`src/rtl/pipe_flush_ctrl_pkg.sv`:
```
// rtl/pipe_flush_ctrl_pkg.sv - exception codes, default vectors and FSM encoding for pipe_flush_ctrl
package pipe_flush_ctrl_pkg;

   localparam logic [31:0] ZERO_WORD   = 32'h0000_0000;

   localparam logic [31:0] EXCT_NONE   = 32'h0000_0000;
   localparam logic [31:0] EXCT_INT    = 32'h0000_0001;
   localparam logic [31:0] EXCT_ADEL   = 32'h0000_0004;
   localparam logic [31:0] EXCT_ADES   = 32'h0000_0005;
   localparam logic [31:0] EXCT_SYS    = 32'h0000_0008;
   localparam logic [31:0] EXCT_BP     = 32'h0000_0009;
   localparam logic [31:0] EXCT_RI     = 32'h0000_000A;
   localparam logic [31:0] EXCT_OV     = 32'h0000_000C;
   localparam logic [31:0] EXCT_ERET   = 32'h0000_000E;

   localparam logic [31:0] DEF_EXC_VEC = 32'hBFC0_0380;
   localparam logic [31:0] DEF_BEV_VEC = 32'hBFC0_0380;

   typedef enum logic [1:0] {
      ST_RUN   = 2'd0,
      ST_FLUSH = 2'd1,
      ST_REDIR = 2'd2
   } state_t;

   function automatic logic exc_known(input logic [31:0] e);
      case (e)
         EXCT_INT, EXCT_ADEL, EXCT_ADES, EXCT_SYS,
         EXCT_BP, EXCT_RI, EXCT_OV, EXCT_ERET: exc_known = 1'b1;
         default:                              exc_known = 1'b0;
      endcase
   endfunction

endpackage

```
`src/rtl/pipe_flush_ctrl_if.sv`:
```
// rtl/pipe_flush_ctrl_if.sv - PC redirect handshake between the flush controller and IF
interface pipe_flush_ctrl_if;

   logic        redirect_valid;
   logic        redirect_ready;
   logic [31:0] new_pc;

   modport master (
      output redirect_valid,
      output new_pc,
      input  redirect_ready
   );

   modport slave (
      input  redirect_valid,
      input  new_pc,
      output redirect_ready
   );

endinterface

```
`src/rtl/pipe_flush_ctrl_stall_decode.sv`:
```
// rtl/pipe_flush_ctrl_stall_decode.sv - stall request priority encoder to hold thermometer
// The highest requesting stage holds itself and every stage (and the PC) upstream of it.
module pipe_flush_ctrl_stall_decode #(
   parameter int N_STAGES = 5
) (
   input  logic [N_STAGES-1:0] i_stallreq,
   output logic [N_STAGES:0]   o_stall
);

   logic w_acc;

   always_comb begin
      w_acc   = 1'b0;
      o_stall = '0;
      for (int i = N_STAGES - 1; i >= 0; i--) begin
         w_acc        = w_acc | i_stallreq[i];
         o_stall[i+1] = w_acc;
      end
      o_stall[0] = w_acc;
   end

endmodule

```
`src/rtl/pipe_flush_ctrl.sv`:
```
// rtl/pipe_flush_ctrl.sv - pipeline stall decode and exception/ERET flush + PC redirect sequencer
module pipe_flush_ctrl
   import pipe_flush_ctrl_pkg::*;
#(
   parameter int          N_STAGES     = 5,
   parameter int          FLUSH_CYCLES = 1,
   parameter logic [31:0] EXC_VEC      = DEF_EXC_VEC,
   parameter logic [31:0] BEV_VEC      = DEF_BEV_VEC,
   parameter int          CNT_W        = 32
) (
   input  logic                clk,
   input  logic                resetn,
   input  logic [N_STAGES-1:0] stallreq,
   input  logic [31:0]         exctype,
   input  logic [31:0]         cp0_epc,
   input  logic                bev,
   output logic [N_STAGES:0]   stall,
   output logic                flush,
   output logic                exc_unknown,
   output logic [CNT_W-1:0]    stall_cnt,
   pipe_flush_ctrl_if.master   redir
);

   localparam int FCNT_W = (FLUSH_CYCLES > 1) ? $clog2(FLUSH_CYCLES) : 1;
   localparam logic [FCNT_W-1:0] FCNT_INIT = FCNT_W'(FLUSH_CYCLES - 1);

   state_t              r_state;
   state_t              w_next;
   logic [FCNT_W-1:0]   r_fcnt;
   logic                r_done;
   logic                r_valid;
   logic [31:0]         r_new_pc;
   logic                r_exc_unknown;
   logic [CNT_W-1:0]    r_stall_cnt;

   logic [N_STAGES:0]   w_dec_stall;
   logic                w_exc_hit;
   logic                w_hs;
   logic                w_cnt_max;
   logic [31:0]         w_target;

   pipe_flush_ctrl_stall_decode #(
      .N_STAGES (N_STAGES)
   ) u_stall_decode (
      .i_stallreq (stallreq),
      .o_stall    (w_dec_stall)
   );

   assign w_hs      = r_valid & redir.redirect_ready;
   assign w_exc_hit = (r_state == ST_RUN) && exc_known(exctype);
   assign w_target  = (exctype == EXCT_ERET) ? cp0_epc : (bev ? BEV_VEC : EXC_VEC);
   assign w_cnt_max = &r_stall_cnt;

   always_ff @(posedge clk or negedge resetn) begin
      if (!resetn) begin
         r_state <= ST_RUN;
      end else begin
         r_state <= w_next;
      end
   end

   always_comb begin
      w_next = r_state;
      stall  = '0;
      flush  = 1'b0;
      case (r_state)
         ST_RUN: begin
            if (w_exc_hit) begin
               w_next = ST_FLUSH;
            end else begin
               stall = w_dec_stall;
            end
         end
         ST_FLUSH: begin
            flush = 1'b1;
            // A handshake already taken during the flush makes the REDIR wait pointless.
            if (r_fcnt == '0) begin
               w_next = (r_done || w_hs) ? ST_RUN : ST_REDIR;
            end
         end
         ST_REDIR: begin
            stall[0] = 1'b1;
            if (w_hs) begin
               w_next = ST_RUN;
            end
         end
         default: w_next = ST_RUN;
      endcase
   end

   always_ff @(posedge clk or negedge resetn) begin
      if (!resetn) begin
         r_fcnt        <= '0;
         r_done        <= 1'b0;
         r_valid       <= 1'b0;
         r_new_pc      <= ZERO_WORD;
         r_exc_unknown <= 1'b0;
         r_stall_cnt   <= '0;
      end else begin
         r_exc_unknown <= (r_state == ST_RUN) && (exctype != EXCT_NONE) && !exc_known(exctype);
         if (w_exc_hit) begin
            r_fcnt   <= FCNT_INIT;
            r_done   <= 1'b0;
            r_valid  <= 1'b1;
            r_new_pc <= w_target;
         end else begin
            if ((r_state == ST_FLUSH) && (r_fcnt != '0)) begin
               r_fcnt <= r_fcnt - FCNT_W'(1);
            end
            if (w_hs) begin
               r_valid  <= 1'b0;
               r_new_pc <= ZERO_WORD;
               r_done   <= 1'b1;
            end
         end
         if ((r_state == ST_RUN) && stall[0] && !w_cnt_max) begin
            r_stall_cnt <= r_stall_cnt + CNT_W'(1);
         end
      end
   end

   assign redir.redirect_valid = r_valid;
   assign redir.new_pc         = r_new_pc;
   assign exc_unknown          = r_exc_unknown;
   assign stall_cnt            = r_stall_cnt;

endmodule

```
`src/flat_wrapper.sv`:
```
// flat-port wrapper written by rule: the top's interface ports become plain ports
module pipe_flush_ctrl_flat import pipe_flush_ctrl_pkg::*;
#(
   parameter int          N_STAGES     = 5,
   parameter int          FLUSH_CYCLES = 1,
   parameter logic [31:0] EXC_VEC      = DEF_EXC_VEC,
   parameter logic [31:0] BEV_VEC      = DEF_BEV_VEC,
   parameter int          CNT_W        = 32
)
  (clk, resetn, stallreq, exctype, cp0_epc, bev, stall, flush, exc_unknown, stall_cnt, redir_redirect_valid, redir_new_pc, redir_redirect_ready);
  pipe_flush_ctrl_if redir_i ();
  input  logic clk;
  input  logic resetn;
  input  logic [N_STAGES-1:0] stallreq;
  input  logic [31:0] exctype;
  input  logic [31:0] cp0_epc;
  input  logic bev;
  output logic [N_STAGES:0] stall;
  output logic flush;
  output logic exc_unknown;
  output logic [CNT_W-1:0] stall_cnt;
  output wire logic [$bits(redir_i.redirect_valid)-1:0] redir_redirect_valid;
  output wire logic [$bits(redir_i.new_pc)-1:0] redir_new_pc;
  input wire logic [$bits(redir_i.redirect_ready)-1:0] redir_redirect_ready;
  assign redir_redirect_valid = redir_i.redirect_valid;
  assign redir_new_pc = redir_i.new_pc;
  assign redir_i.redirect_ready = redir_redirect_ready;
  pipe_flush_ctrl #(.N_STAGES(N_STAGES), .FLUSH_CYCLES(FLUSH_CYCLES), .EXC_VEC(EXC_VEC), .BEV_VEC(BEV_VEC), .CNT_W(CNT_W)) u_core (.clk(clk), .resetn(resetn), .stallreq(stallreq), .exctype(exctype), .cp0_epc(cp0_epc), .bev(bev), .stall(stall), .flush(flush), .exc_unknown(exc_unknown), .stall_cnt(stall_cnt), .redir(redir_i));
endmodule
```
`config.mk`:
```
export PLATFORM = sky130hd
export DESIGN_NAME = pipe_flush_ctrl_flat
export DESIGN_NICKNAME = d
export VERILOG_FILES = /design/src/rtl/pipe_flush_ctrl_pkg.sv /design/src/rtl/pipe_flush_ctrl_if.sv /design/src/rtl/pipe_flush_ctrl_stall_decode.sv /design/src/rtl/pipe_flush_ctrl.sv /design/src/flat_wrapper.sv
export SDC_FILE = /design/constraint.sdc
export NUM_CORES = 1
export LEC_CHECK = 0
export CAP_MARGIN = 20
export CELL_PAD_IN_SITES_DETAIL_PLACEMENT = 1
export CELL_PAD_IN_SITES_GLOBAL_PLACEMENT = 2
export CORE_MARGIN = 1
export CORE_UTILIZATION = 22
export DETAILED_ROUTE_END_ITERATION = 10
export PLACE_DENSITY_LB_ADDON = 0.15
export SYNTH_ARGS = -nofsm -noshare
export SYNTH_HDL_FRONTEND = slang
export SYNTH_SLANG_ARGS = --single-unit
```
`constraint.sdc`:
```
create_clock -name clk -period 2.3 [get_ports clk]
set_clock_uncertainty 0.2 [all_clocks]
set_input_delay 0.46 -clock clk [delete_from_list [all_inputs] [get_ports clk]]
set_output_delay 0.46 -clock clk [all_outputs]
set_load 0.02 [all_outputs]
```
Yosys cells after proc, flatten, opt, wreduce, memory -nomap -nowiden
Memory sizes are Yosys's and may differ from the RTL's.
Index checks and enable logic that the tools add are counted.
{"block": "totals", "reg_bits": 70, "mem_bits_ro": 32, "in_bits": 73, "output_inout_bits": 73, "elab_cells": 58, "mem_count": 2}
{"block": "op_classes", "add_sub_neg": 2, "eq_ne": 6, "n_mux": 20, "n_bitwise": 5, "n_reduce_logical": 16}
{"name": "(name not given)", "words": 16, "width": 1, "read_ports": 1, "rd_ports_with_merged_regs": 0, "wr": 0, "line": "pipe_flush_ctrl_pkg.sv:26", "rtl": "case (e)"}
{"name": "(name not given)", "words": 16, "width": 1, "read_ports": 1, "rd_ports_with_merged_regs": 0, "wr": 0, "line": "pipe_flush_ctrl_pkg.sv:26"}
{"op": "two-way mux 32 bit", "n": 3}
{"op": "adder 32 x 1 -> 32 bit (second input constant)", "n": 1}
{"op": "== test 32 x 4 -> 1 bit (second input constant)", "n": 1}
{"op": "AND reduction 32 bit", "n": 1}
{"op": "nonzero test 32 bit", "n": 1}
{"op": "logical NOT 28 bit", "n": 1}
{"op": "two-way mux 1 bit", "n": 9}
{"op": "two-way mux 2 bit", "n": 4}
{"op": "logical AND 1 bit", "n": 6}
{"op": "two-way mux 6 bit", "n": 1}
{"op": "one-hot mux 2 bit (3 select lines)", "n": 1}
{"op": "two-way mux 5 bit", "n": 1}
{"op": "inequality test 2 x 1 -> 1 bit (second input constant)", "n": 2}
{"op": "bitwise OR 1 bit", "n": 4}
{"op": "nonzero test 2 bit", "n": 2}
{"op": "AND reduction 3 bit", "n": 1}
{"op": "== test 2 x 1 -> 1 bit (second input constant)", "n": 1}
{"op": "== test 2 bit (second input constant)", "n": 1}
{"op": "logical NOT 1 bit", "n": 2}
{"op": "logical NOT 2 bit", "n": 1}
{"op": "inequality test 2 bit (second input constant)", "n": 1}
{"op": "one-hot mux 1 bit (2 select lines)", "n": 1}
{"op": "bitwise AND 1 bit", "n": 1}
{"op": "logical OR 1 bit", "n": 1}
{"op": "subtractor 1 bit (second input constant)", "n": 1}

Logic depth before layout (Yosys ltp)
{"block": "depth", "ltp_word": 8, "ltp_mapped": 9, "mapped_depth_nobuf": 7}

Cells and area by module
From an unflattened synthesis, not the netlist that was laid out.
{"block": "unflattened", "hier_cells": 310, "hier_area_um2": 3271.9}
{"module": "pipe_flush_ctrl", "instances": 1, "cells_per_inst": 303, "area_per_inst_um2": 3219.3, "seq_area_each_um2": 1751.7}
{"module": "pipe_flush_ctrl_stall_decode", "instances": 1, "cells_per_inst": 7, "area_per_inst_um2": 52.6, "seq_area_each_um2": 0.0}

Worst setup path after synthesis
No wires, ideal clock.
{"block": "synth_timing", "kind": "input to output", "startpoint": "input port exctype[0]", "endpoint": "output port stall[0]", "t_arrival_ns": 1.888, "t_required_ns": 1.640, "setup_slack_ns": -0.248, "path_stages": 4, "path_buffers": 0, "cell_sequence": "nand2b_1 -> a221o_1 -> o31ai_1 -> o21ai_0"}
{"block": "synth_between", "elab_chain_cells": 5}
{"element": "start, declared", "line": "flat_wrapper.sv:15", "rtl": "input logic [31:0] exctype;"}
{"element": "memory read (16 x 1 bit)"}
{"element": "two-way mux 1 bit", "line": "pipe_flush_ctrl_pkg.sv:26"}
{"element": "logical AND 1 bit", "line": "pipe_flush_ctrl.sv:50", "rtl": "assign w_exc_hit = (r_state == ST_RUN) && exc_known(exctype);"}
{"element": "two-way mux 6 bit", "line": "pipe_flush_ctrl.sv:68", "rtl": "if (w_exc_hit) begin"}
{"element": "one-hot mux 1 bit (2 select lines)", "line": "pipe_flush_ctrl.sv:66", "rtl": "case (r_state)"}
{"element": "end, declared", "line": "flat_wrapper.sv:18", "rtl": "output logic [N_STAGES:0] stall;"}
Every way passes these cells.

Worst setup path in the final report
{"block": "layout_timing", "startpoint": "input port exctype[0]", "endpoint": "output port stall[3]"}
{"block": "layout_between", "elab_chain_cells": 5}
{"element": "memory read (16 x 1 bit)"}
{"element": "two-way mux 1 bit", "line": "pipe_flush_ctrl_pkg.sv:26"}
{"element": "logical AND 1 bit", "line": "pipe_flush_ctrl.sv:50"}
{"element": "two-way mux 6 bit", "line": "pipe_flush_ctrl.sv:68"}
{"element": "two-way mux 5 bit", "line": "pipe_flush_ctrl.sv:66"}
Every way passes these cells.

==> flow_metrics.py <==
metrics = {
    "drt": {
        "drc": 0,
        "drt-total-wl_um": 10500,
        "drtIter0Drc": 73,
        "routedWlPerCell_um": 15.8,
        "ant_nets": 0,
        "firstDrtPassIters": 6,
        "vias": 2996,
        "via_per_inst": 4.49,
    },
    "yosys": {
        "netlist_instances": 274,
        "synth-compound-area-share_pct": 11.3,
        "synth_top_family_by_area": "simple AND/OR/NAND/NOR gates",
        "synth-seq-cells": 70,
        "synth-xor-area-share_pct": 8.76,
        "synth_common_cells": "dfrtp_1, nand2_1, a22o_1",
        "synth_edf_count": 0,
        "ys_seq_area_share_pct": 56.5,
        "yosys_warnings": 0,
        "syn_avg_cell_area_um2": 11.3,
        "synth_area_um2": 3100,
        "yosys-top-cells-area": "dfrtp_1, a22o_1, xnor2_1, xor2_1, a2bb2oi_1",
        "async_flop_share_pct": 100,
        "synth_top_cell_area_share_pct": 56.5,
        "synth.distinct_cells": 35,
        "yosys.area.top_type": "dfrtp_1",
        "synth_fp_nets": 348,
        "synthSimpleGateAreaFrac_pct": 21.3,
        "synthAdderAreaFrac_pct": 0.404,
        "synth_most_common_cell": "dfrtp_1",
        "synth.area.mux_share_pct": 0,
        "ys.flop_type": "dfrtp_1",
    },
    "power": {
        "power_w": 0.00355,
        "p_switching_w": 0.000959,
        "power_frac_clock_pct": 39.8,
        "power.density_nw_per_um2": 628,
        "swShare_pct": 27.0,
        "seq_power_share_pct": 38.4,
        "p_int_w": 0.00259,
        "p_leak_nw": 2.55,
        "power_frac_comb_pct": 21.8,
        "ir_worst_vdd_mv": 0.418,
    },
    "critical_path": {
        "cp-startpoint": "exctype[0]",
        "reg2regPathDepth": 8,
        "path_class": "in -> out",
        "slowest_stage": "a221o_1",
        "path_cells": "buf_8 > nand2b_4 > a221o_1 > o31ai_2 > buf_6 > nor2_1 > buf_4",
        "endpoint": "stall[3]",
        "rrSetupSlack_ns": 0.09,
        "r2r-end": "u_core.stall_cnt[28]$_DFFE_PN0P_",
        "r2r-start": "u_core.r_state[1]$_DFFE_PN0P_",
        "critPathCaptureType": "output port",
        "critPathMaxStageDelay_ns": 0.39,
        "cp-start-kind": "primary input",
        "arrival_ns": 1.78,
        "path_max_fanout": 6,
        "worst_ep_required_time_ns": 1.64,
    },
    "timing": {
        "relSlewSlack_pct": 70.8,
        "finalWorstSetupSlack_ns": -0.139,
        "fin_crit_sh_pct": 106,
        "worstMarginPinSlew_ns": 0.434,
        "rsz0062_at_grt": "yes",
        "hold_violations": 0,
        "min_period_ns": 2.44,
        "setup_viol": 20,
        "timing.fmax_mhz": 410,
        "maxSlewViolCount": 0,
        "whs_ns": 0.276,
    },
    "floorplan": {
        "start_util_pct": 22.4,
        "die-area_um2": 14600,
        "io_pins": 146,
        "rows": 43,
        "core_area_um2": 13800,
        "die_x_um": 121,
        "die_height_um": 121,
    },
    "clock_network": {
        "clk_pin_slew_ns": 0.06,
        "cts_buffers": 9,
        "clock_sinks": 70,
        "cts_root_buf": "clkbuf_16",
        "htreeDepth": 3,
        "clk_latency_ns": 0.34,
        "cts_buffer_depth": 2,
        "cts_tree": "built",
    },
    "final_layout": {
        "syn2layout_area_growth_pct": 82.2,
        "fill_cells": 1532,
        "multi_input_area_um2": 1460,
        "seq_area_um2": 1750,
        "nNetsFinal": 556,
        "drive_gt1_share_pct": 28.5,
        "diodes": 0,
        "fin_util_pct": 40.8,
    },
    "global_routing": {
        "antenna_found_initial": 0,
        "grt_first_pass_wirelength_um": 16700,
        "grt_usage_pct": 15.1,
        "grt_max_degree": 43,
        "grt_pass1_vias": 3166,
        "grt-ovfl-total": 0,
    },
    "hold_path": {
        "hp-class": "in -> reg",
    },
    "placed_design": {
        "pre_cts_ws_ns": -0.953,
        "hpwl_um": 7680,
        "gp_congestion": 0.732,
        "port_buffers": 144,
    },
    "outcome": {
        "status": "complete, but fails checks",
        "failed_checks": "setup timing",
    },
    "run": {
        "maxCapViolations": 0,
    },
}
sequential cells by signal (all words and copies together), names as in the netlist:
| signal | cells |
|---|---|
| u_core.redir.new_pc | 32 |
| u_core.stall_cnt | 32 |
| u_core.r_state | 2 |
| u_core.exc_unknown | 1 |
| u_core.r_done | 1 |
| u_core.r_fcnt | 1 |
| u_core.redir.redirect_valid | 1 |
logic make-up after synthesis:
group,Yosys count
buffers and inverters,13
DFF,70
adders and majority gates,1
AOI/OAI and AO/OA,42
xor gates and xnor gates,31
and+or+nand+nor,117
how the worst min path moves through the flow:
stage | startpoint | to | slack (ns) | cells past startpoint
after floorplan | resetn | u_core.exc_unknown$_DFF_PN0_ | -0.04 | 0
after global placement | resetn | u_core.redir.new_pc[28]$_DFFE_PN0P_ | 0.23 | 1
after detailed placement | resetn | u_core.redir.new_pc[22]$_DFFE_PN0P_ | 0.23 | 1
after CTS | exctype[3] | u_core.exc_unknown$_DFF_PN0_ | 0.26 | 3
after global routing | u_core.stall_cnt[31]$_DFFE_PN0P_ | u_core.stall_cnt[31]$_DFFE_PN0P_ | 0.31 | 1
final | exctype[3] | u_core.exc_unknown$_DFF_PN0_ | 0.28 | 3
final cells by class:
type | count | share of cell area (%)
Timing Repair Buffer | 206 | 33.5
Sequential cell | 70 | 31.1
Multi-Input combinational cell | 191 | 25.8
Clock buffer | 11 | 4.30
Tap cell | 180 | 3.99
Clock inverter | 5 | 1.04
Inverter | 4 | 0.266
per-layer routing:
layer	wire [µm]	GRT usage [%]	part of all wire, %	vias up
met5	0	0	0	-
met4	162	5.79	1.5	0
met3	541	3.40	5.1	12
met2	5130	24.7	49	87
met1	4680	19.1	44	1478
li1	-	-	-	1419
power by group through the flow:
| stage | clock (W) | sequential, W | combinational (W) |
|---|---|---|---|
| after floorplan | 0 | 0.00151 | 0.000167 |
| after global placement | 0 | 0.00138 | 0.000765 |
| after detailed placement | 0 | 0.00138 | 0.000775 |
| after CTS | 0.00147 | 0.00136 | 0.000784 |
| after global routing | 0.00151 | 0.00137 | 0.000846 |
| final | 0.00141 | 0.00136 | 0.000774 |
cells in the final DEF (no fill, tap or decap), types with 7 or more instances in the layout:
| cell | count |
|---|---|
| and3_1 | 8 |
| buf_4 | 56 |
| buf_6 | 15 |
| xnor2_1 | 18 |
| nand3_1 | 11 |
| a2bb2oi_1 | 12 |
| nand4_1 | 15 |
| clkdlybuf4s50_1 | 100 |
| buf_2 | 16 |
| clkbuf_16 | 9 |
| a22o_1 | 20 |
| nor2_1 | 9 |
| clkdlybuf4s15_1 | 7 |
| xor2_1 | 13 |
| nand2_1 | 27 |
| dfrtp_1 | 68 |
through the flow:
step | std cells | instance area [µm²] | setup TNS (ns)
floorplan | 274 | 3110 | 0
global placement | 643 | 5190 | -39.64
detailed placement | 643 | 5190 | -40.28
CTS | 665 | 5600 | -0.479
global route | 667 | 5650 | -4.92
finish | 667 | 5650 | -1.06
repair_timing:
item,4_1_cts,5_1_grt
buffers inserted,6,2
pin swaps,21,10
hold endpoints to repair,28,0
endpoints found under the setup margin,70,58
hold buffers,1,0
resized for setup,169,14
cloned,0,0
worst max-delay path: cells and delay by family:
family          cells  cell delay (ns)
compound gates      2             0.68
buf+inv             3             0.45
simple gates        2             0.18
No activity file was read; power rests on OpenSTA's default activity.
